===== src/rtl/key_pkg.sv =====
// rtl/key_pkg.sv - shared constants for the push-button debounce front-end
//
// Purpose : FSM state encodings, default debounce depths and a small helper
//           used by key_debounce_pulse to sanity-check its configuration.
// Ports   : none (package).

package key_pkg;

    localparam logic [1:0] KEY_IDLE        = 2'd0;
    localparam logic [1:0] KEY_PRESS_DEB   = 2'd1;
    localparam logic [1:0] KEY_HELD        = 2'd2;
    localparam logic [1:0] KEY_RELEASE_DEB = 2'd3;

    // Short depth keeps simulation fast; board builds need ~20 ms at the system clock.
    localparam int unsigned KEY_DEB_CYCLES_SIM   = 20;
    localparam int unsigned KEY_DEB_CYCLES_BOARD = 1_000_000;

    function automatic int unsigned key_max3(input int unsigned a,
                                             input int unsigned b,
                                             input int unsigned c);
        int unsigned m;
        m = (a > b) ? a : b;
        return (m > c) ? m : c;
    endfunction

endpackage


===== src/rtl/sync_2ff.sv =====
// rtl/sync_2ff.sv - two-flop synchroniser for asynchronous board inputs
//
// Purpose : brings an asynchronous level into the clk domain.
// Ports   : clk, rst_n (async, active-low), d (async in), q (synchronised out).
// RESET_VAL is the idle level of the input so reset never fakes an event.

module sync_2ff #(
    parameter bit RESET_VAL = 1'b0
) (
    input  logic clk,
    input  logic rst_n,
    input  logic d,
    output logic q
);

    logic meta_q;
    logic sync_q;

    always_ff @(posedge clk or negedge rst_n) begin
        if (!rst_n) begin
            meta_q <= RESET_VAL;
            sync_q <= RESET_VAL;
        end else begin
            meta_q <= d;
            sync_q <= meta_q;
        end
    end

    assign q = sync_q;

endmodule


===== src/rtl/key_debounce_pulse.sv =====
// rtl/key_debounce_pulse.sv - push-button synchroniser, debouncer and press/release pulser
//
// Purpose : turns a bouncing mechanical key into a clean pressed level plus
//           one-cycle press/release strobes (press_pulse feeds a counter enable).
// Ports   : clk, rst_n (async, active-low), key_in (raw key),
//           key_level (1 = pressed), press_pulse, release_pulse (all registered).
// Config  : define KEY_AUTOREPEAT_EN to re-fire press_pulse while the key is held
//           (first after REPEAT_DELAY cycles, then every REPEAT_PERIOD cycles).

module key_debounce_pulse
    import key_pkg::*;
#(
    parameter int unsigned DEB_CYCLES     = 20,
    parameter int unsigned CNT_W          = 20,
    parameter bit          KEY_ACTIVE_LOW = 1'b0,
    parameter int unsigned REPEAT_DELAY   = 50,
    parameter int unsigned REPEAT_PERIOD  = 10
) (
    input  logic clk,
    input  logic rst_n,
    input  logic key_in,
    output logic key_level,
    output logic press_pulse,
    output logic release_pulse
);

    localparam int unsigned CNT_NEED = key_max3(DEB_CYCLES, REPEAT_DELAY, REPEAT_PERIOD);

    // Counters are never allowed to wrap, so an undersized CNT_W is rejected outright.
    if ((DEB_CYCLES < 2) || (CNT_W < $clog2(CNT_NEED + 1))) begin : g_bad_cfg
        $error("key_debounce_pulse: DEB_CYCLES must be >= 2 and CNT_W must hold the largest count");
    end

    localparam logic [CNT_W-1:0] DEB_LAST = CNT_W'(DEB_CYCLES - 1);
    localparam logic [CNT_W-1:0] CNT_ONE  = CNT_W'(1);

    logic key_sync;
    logic k_s;

    sync_2ff #(
        .RESET_VAL (KEY_ACTIVE_LOW)
    ) u_sync (
        .clk   (clk),
        .rst_n (rst_n),
        .d     (key_in),
        .q     (key_sync)
    );

    // Normalise to 1 = pressed after synchronisation.
    assign k_s = key_sync ^ KEY_ACTIVE_LOW;

    logic [1:0]       state_q, state_d;
    logic [CNT_W-1:0] cnt_q, cnt_d;
    logic             level_q, level_d;
    logic             press_q, press_d;
    logic             release_q, release_d;

`ifdef KEY_AUTOREPEAT_EN
    localparam logic [CNT_W-1:0] RPT_FIRE   = CNT_W'(REPEAT_DELAY - 1);
    // Reloading to DELAY-PERIOD makes the next fire land PERIOD cycles later.
    localparam logic [CNT_W-1:0] RPT_RELOAD = CNT_W'(REPEAT_DELAY - REPEAT_PERIOD);

    logic [CNT_W-1:0] rpt_q, rpt_d;
`endif

    always_comb begin
        state_d   = state_q;
        cnt_d     = cnt_q;
        level_d   = level_q;
        press_d   = 1'b0;
        release_d = 1'b0;
`ifdef KEY_AUTOREPEAT_EN
        rpt_d     = rpt_q;
`endif
        case (state_q)
            KEY_IDLE: begin
                if (k_s) begin
                    state_d = KEY_PRESS_DEB;
                    cnt_d   = CNT_ONE;
                end else begin
                    cnt_d   = '0;
                end
            end
            KEY_PRESS_DEB: begin
                if (!k_s) begin
                    state_d = KEY_IDLE;
                    cnt_d   = '0;
                end else if (cnt_q == DEB_LAST) begin
                    state_d = KEY_HELD;
                    level_d = 1'b1;
                    press_d = 1'b1;
                    cnt_d   = '0;
`ifdef KEY_AUTOREPEAT_EN
                    rpt_d   = '0;
`endif
                end else begin
                    cnt_d   = cnt_q + CNT_ONE;
                end
            end
            KEY_HELD: begin
                if (!k_s) begin
                    state_d = KEY_RELEASE_DEB;
                    cnt_d   = CNT_ONE;
`ifdef KEY_AUTOREPEAT_EN
                    rpt_d   = '0;
                end else if (rpt_q == RPT_FIRE) begin
                    press_d = 1'b1;
                    rpt_d   = RPT_RELOAD;
                end else begin
                    rpt_d   = rpt_q + CNT_ONE;
`endif
                end
            end
            default: begin
                if (k_s) begin
                    state_d   = KEY_HELD;
                    cnt_d     = '0;
                end else if (cnt_q == DEB_LAST) begin
                    state_d   = KEY_IDLE;
                    level_d   = 1'b0;
                    release_d = 1'b1;
                    cnt_d     = '0;
                end else begin
                    cnt_d     = cnt_q + CNT_ONE;
                end
            end
        endcase
    end

    always_ff @(posedge clk or negedge rst_n) begin
        if (!rst_n) begin
            state_q   <= KEY_IDLE;
            cnt_q     <= '0;
            level_q   <= 1'b0;
            press_q   <= 1'b0;
            release_q <= 1'b0;
        end else begin
            state_q   <= state_d;
            cnt_q     <= cnt_d;
            level_q   <= level_d;
            press_q   <= press_d;
            release_q <= release_d;
        end
    end

`ifdef KEY_AUTOREPEAT_EN
    always_ff @(posedge clk or negedge rst_n) begin
        if (!rst_n) begin
            rpt_q <= '0;
        end else begin
            rpt_q <= rpt_d;
        end
    end
`endif

    assign key_level     = level_q;
    assign press_pulse   = press_q;
    assign release_pulse = release_q;

endmodule


===== config.mk =====
export PLATFORM = sky130hd
export DESIGN_NAME = key_debounce_pulse
export DESIGN_NICKNAME = d
export VERILOG_FILES = /design/src/rtl/key_pkg.sv /design/src/rtl/sync_2ff.sv /design/src/rtl/key_debounce_pulse.sv
export SDC_FILE = /design/constraint.sdc
export NUM_CORES = 1
export LEC_CHECK = 0
export CAP_MARGIN = 20
export CORE_MARGIN = 3
export CORE_UTILIZATION = 53
export CTS_CLUSTER_DIAMETER = 120
export DETAILED_ROUTE_END_ITERATION = 10
export PLACE_DENSITY = 0.74
export SYNTH_ARGS = -nofsm -noshare
export SYNTH_HDL_FRONTEND = slang
export SYNTH_HIERARCHICAL = 1
export SYNTH_SLANG_ARGS = --single-unit

===== constraint.sdc =====
create_clock -name clk -period 2 [get_ports clk]
set_input_delay 0.4 -clock clk [delete_from_list [all_inputs] [get_ports clk]]
set_output_delay 0.4 -clock clk [all_outputs]
set_load 0.005 [all_outputs]

==> results of run 1 <==
registers in the layout (all words and copies together), names as in the netlist, named ones only:
signal / flops
u_sync/q: 1
state_q: 1
cnt_q: 20
u_sync/meta_q: 1
key_level: 1
release_pulse: 1
press_pulse: 1
layer usage:
layer	vias up	part of all wire	global-route usage
li1	625	-	-
met1	649	0.46	0.292
met4	0	0.020	0.0809
met2	38	0.49	0.349
met5	-	0	0
met3	9	0.034	0.0261
path summary, 6_finish.rpt:
path                               to     startpoint  slack, ns  depth (start not counted)
setup / recovery            cnt_q[14]      cnt_q[10]       0.06                          5
hold / removal               u_sync/q  u_sync/meta_q       0.38                          0
setup reg to reg            cnt_q[14]      cnt_q[10]       0.06                          5
hold reg to reg              u_sync/q  u_sync/meta_q       0.38                          0
max in group asynchronous  state_q[0]          rst_n       1.30                          2
min in group asynchronous   cnt_q[17]          rst_n       0.42                          2
synthesized netlist by cell type, drive strengths merged, types with 2 or more instances:
| master | count | area share |
|---|---|---|
| ha | 5 | 0.042 |
| nor2 | 24 | 0.060 |
| nor2b | 2 | 0.0084 |
| a31oi | 2 | 0.0084 |
| o21ai | 6 | 0.020 |
| o31ai | 2 | 0.010 |
| buf | 4 | 0.022 |
| inv | 4 | 0.010 |
| nand3 | 8 | 0.027 |
| o41ai | 2 | 0.029 |
| and3 | 3 | 0.013 |
| nor4 | 4 | 0.017 |
| nand2 | 18 | 0.045 |
| a21oi | 6 | 0.028 |
| a22o | 2 | 0.012 |
| o211ai | 3 | 0.015 |
| dfrtp | 27 | 0.45 |
| nand4 | 5 | 0.021 |
| or4 | 3 | 0.018 |
| o21a | 3 | 0.015 |
| nor3 | 4 | 0.013 |
| xor2 | 12 | 0.070 |
| nor3b | 2 | 0.010 |
| and4 | 2 | 0.013 |
power groups by stage:
stage	Combinational, uW	Clock (uW)	Sequential [uW]
6_report	638	244	639
4_1_cts	630	249	636
2_1_floorplan	432	0	633
3_3_place_gp	605	0	642
5_1_grt	718	270	647
3_5_place_dp	624	0	647
cells by family after synthesis:
| kind of cell | Yosys count | share of synthesized area |
|---|---|---|
| adders and majority gates | 5 | 0.0418 |
| AOI/OAI and AO/OA | 28 | 0.148 |
| DFF | 27 | 0.451 |
| xor gates and xnor gates | 12 | 0.0702 |
| and+or+nand+nor | 78 | 0.257 |
| buffers and inverters | 8 | 0.0317 |
cell type report:
cell class | count | area (um^2) | area share
clock inverters | 1 | 5.00 | 0.00276
flip-flops and latches | 27 | 677 | 0.373
inverters | 4 | 15.0 | 0.00827
repair buffers | 31 | 258 | 0.142
multi-input cells | 123 | 801 | 0.441
well taps | 30 | 37.5 | 0.0207
clock buffers | 3 | 22.5 | 0.0124
per-stage QoR:
stage | instance area (um^2) | setup slack [ns]
3_5_place_dp | 1750 | 0.0446
6_report | 1820 | 0.0584
2_1_floorplan | 1510 | 0.0228
5_1_grt | 1820 | -0.0535
4_1_cts | 1770 | 0.0171
3_3_place_gp | 1750 | 0.0375
repair_timing:
| item | in CTS | in global routing |
|---|---|---|
| setup buffers | 0 | 3 |
| gates resized for setup | 0 | 5 |
| endpoints found under the setup margin | 0 | 23 |
==> flow_summary.ini, run 1 <==
[run_status]
outcome = finished, final reports clean

[timing]
max-slew-margin-rel = 0.764
holdWs_ns = 0.384
fmax_mhz = 515
skew_ns = 0.00113
hold_viol = 0
finalSetupViolations = 0
setup_tns_ns = 0
maxSlewViolCount = 0
worst_pin_slew_ns = 0.352
period_share = 0.971
period_needed_ns = 1.94

[final_layout]
drive_gt1_frac = 0.233
postLayoutCoreUtil = 0.701
layout_commonest_cell = dfrtp_1
final_cell_mix = dfrtp_1 (26), buf_4 (25), nor2_1 (24)
area_growth_syn_to_layout_pct = 21.2
final_cell_count_no_fill = 219
fin_nets = 198
num-fill-cells = 198
num_antenna_cells = 0

[floorplan]
start_util = 0.578
ios = 6
fp.dieArea_um2 = 3500
die_x_um = 59.2
die_y_um = 59.2
rows = 18
core_area_um2 = 2590

[setup_path]
critPathTopFamily = simple AND/OR/NAND/NOR gates
path_class = register to register
worstPathCellList = or4_4, or4_4, a21oi_4, buf_12, nor2_1
cp_slowest_cell = or4_4
crit_fanout = 12
arrival_ns = 2.18
critPathRequiredTime_ns = 2.24
cp.buffers_inverters = 1
cp_slowest_stage_delay_ns = 0.58
cp_common_cell = or4_4
crit_path_start_kind = register
endpoint_kind = register

[global_routing]
grt.overflow.total = 0
grt_pass1_vias = 1309
grt_max_degree = 28
antenna_found_initial = 0
grt_pass1_wl_mm = 5.74
grtUsageTotal = 0.214

[power]
p_switching_uw = 567
p_comb_frac = 0.420
intPower_uw = 954
p_per_area_nw_per_um2 = 838
p_total_uw = 1520
p_seq_frac = 0.420
leakagePower_uw = 0.000816
peakVddDrop_mv = 0.786
clockPowerShare = 0.160
switching_share = 0.373

[synth]
yosys_register_bits = 27
ys_seq_area_frac = 0.451
synthFlopType = dfrtp_1
synth_edf_count = 0
syn_avg_cell_area_um2 = 9.48
syn-num-nets = 166
synth-async-reset-ratio = 1.00
synth_cell_types = 35
synth_cells = 158
yosysWarnings = 6
netlist_area_um2 = 1500

[clock_network]
h-tree-depth = 1
clockBufferDepth = 2
cts_buffers = 3
ctsHoldBuffers = 0
cts_tree = built
clock-root-buffer = clkbuf_4
clock_latency_ns = 0.33
cts.sinks = 27
clk_pin_slew_ns = 0.15

[detailed_routing]
vias = 1321
ant_nets = 0
routedWlPerCell_um = 14.8
drt-initial-drc-count = 57
post_drt_via_cell_ratio = 6.03
drt-pass1-iter-count = 4
drc = 0
drt-total-wl_mm = 3.25

[placement]
place_congestion = 0.839
port_buffers = 5
hpwl_mm = 2.39
dp_cells = 212

[hold_path]
hold_class = register to register

[flow_run]
maxCapViolCount = 0
Note: power is estimated with default switching activity, not from simulation.
==> run 2: changes to the inputs <==
Settings changed: GPL_TIMING_DRIVEN set to 0.
==> run 2 against run 1 <==
The flow now finishes with violations (setup timing). Routed wire length shrank 0.68%. Worst hold slack lost 0.0048 ns. Sequential share of layout area shrank 0.30 points. Largest power group is now combinational cells. Highest routed layer unchanged.
==> flow_summary.ini, run 2 (synthesis gave the netlist of run 1 again) <==
[global_routing]
grt.overflow.total = 0
grt_pass1_wl_mm = 5.61
antenna_found_initial = 0
grt_pass1_vias = 1204
grtUsageTotal = 0.209
grt_max_degree = 18

[placement]
port_buffers = 5
place_area_um2 = 1630
hpwl_mm = 2.23
dpl_worst_slack_ns = -0.281
place_congestion = 0.804

[setup_path]
crit_path_start_kind = register
r2r-start = cnt_q[13]
critPathRequiredTime_ns = 2.21
crit_fanout = 4
cp_common_cell = or4_4
endpoint_kind = register
crit_path_start = cnt_q[13]
cp_slowest_stage_delay_ns = 0.58
cp_slowest_cell = or4_4
arrival_ns = 2.24
worstPathCellList = or4_4, or4_4, o41ai_2, a21oi_1
path_class = register to register
cp.buffers_inverters = 0
critPathTopFamily = simple AND/OR/NAND/NOR gates

[clock_network]
clock-root-buffer = clkbuf_4
cts_tree = built
cts.sinks = 27
clk_pin_slew_ns = 0.15
clockBufferDepth = 2
h-tree-depth = 1
clock_latency_ns = 0.33
cts_buffers = 3

[final_layout]
area_growth_syn_to_layout_pct = 22.9
final_cell_mix = dfrtp_1 (23), nor2_1 (21), nand2_1 (18)
layout_commonest_cell = dfrtp_1
largest_register_ffs = 20
drive_gt1_frac = 0.239
final_area_um2 = 1840
num_antenna_cells = 0
largest-register = cnt_q
fin_nets = 189
postLayoutCoreUtil = 0.711

[timing]
max-slew-margin-rel = 0.589
worst_pin_slew_ns = 0.615
fmax_mhz = 493
period_needed_ns = 2.03
skew_ns = 0.00550
setup_tns_ns = -0.0335
hold_viol = 0
finalSetupViolations = 2
fin_ws_ns = -0.0294
period_share = 1.01
maxSlewViolCount = 0
rsz0062_at_grt = yes

[flow_run]
maxCapViolCount = 0

[detailed_routing]
drt-pass1-iter-count = 4
route.met3.wl_um = 84
vias = 1232
ant_nets = 0
drc = 0
highest_layer = met4
drt-total-wl_mm = 3.23
wl_met1_mm = 1.57
routedWlPerCell_um = 15.4
post_drt_via_cell_ratio = 5.87
drt-initial-drc-count = 52
wl_met2_mm = 1.53

[floorplan]
rows = 18
ios = 6
die_y_um = 59.2
die_x_um = 59.2
start_util = 0.578
core_area_um2 = 2590
fp.dieArea_um2 = 3500

[run_status]
violations = setup timing
outcome = finished with violations

[power]
peakVddDrop_mv = 0.907
leakagePower_uw = 0.000778
p_per_area_nw_per_um2 = 863

[hold_path]
min_from = u_sync/meta_q
hold_class = register to register
## run 2: cell types whose count changed in the layout (fill, tap and decap cells not counted), sizes merged
| cell | previous run | this run |
|---|---|---|
| buf | 26 | 17 |
| clkbuf | 3 | 4 |
| clkinv | 1 | 0 |
## run 2: final cells by class
| cell class | instances | area, um^2 |
|---|---|---|
| Tap cell | 30 | 37.5 |
| Inverter | 4 | 15.0 |
| Buffer | 3 | 27.5 |
| Clock buffer | 4 | 26.3 |
| Sequential cell | 27 | 681 |
| Fill cell | 195 | 749 |
| Timing Repair Buffer | 19 | 183 |
| Multi-Input combinational cell | 123 | 871 |
## run 2: per-stage QoR
| stage | total power (uW) | instances | hold slack, ns |
|---|---|---|---|
| after CTS | 1520 | 206 | 0.377 |
| after floorplan | 1070 | 158 | 0.104 |
| after global routing | 1680 | 210 | 0.398 |
| after detailed placement | 1200 | 194 | 0.345 |
| after global placement | 1160 | 193 | 0.332 |
| final | 1590 | 210 | 0.379 |
## run 2: final timing paths
check / endpoint / slack (ns) / cells past startpoint
min in group asynchronous: cnt_q[12] / 0.43 / 1
hold reg to reg: u_sync/q / 0.38 / 0
hold / removal: u_sync/q / 0.38 / 0
max in group asynchronous: state_q[0] / 1.06 / 2
setup / recovery: key_level / -0.03 / 4
setup reg to reg: key_level / -0.03 / 4
## run 2: timing repair
action | 4_1_cts | 5_1_grt
gates resized for setup | 11 | 13
buffers inserted | 8 | 4
endpoints found under the setup margin | 21 | 17
pin swaps | 6 | 7
cloned | 1 | 0
hold buffers | 0 | 0
## run 2: where the power goes
group          internal (uW)  switching, uW  total [uW]  leakage, uW
clock                   78.2            162         240    0.0000150
combinational            313            397         711     0.000403
sequential               590           47.4         638     0.000360
## run 2: routing by layer
layer,track usage,vias up
li1,-,605
met1,0.287,602
met2,0.342,21
met3,0.0392,4
met4,0.0485,0
met5,0,-
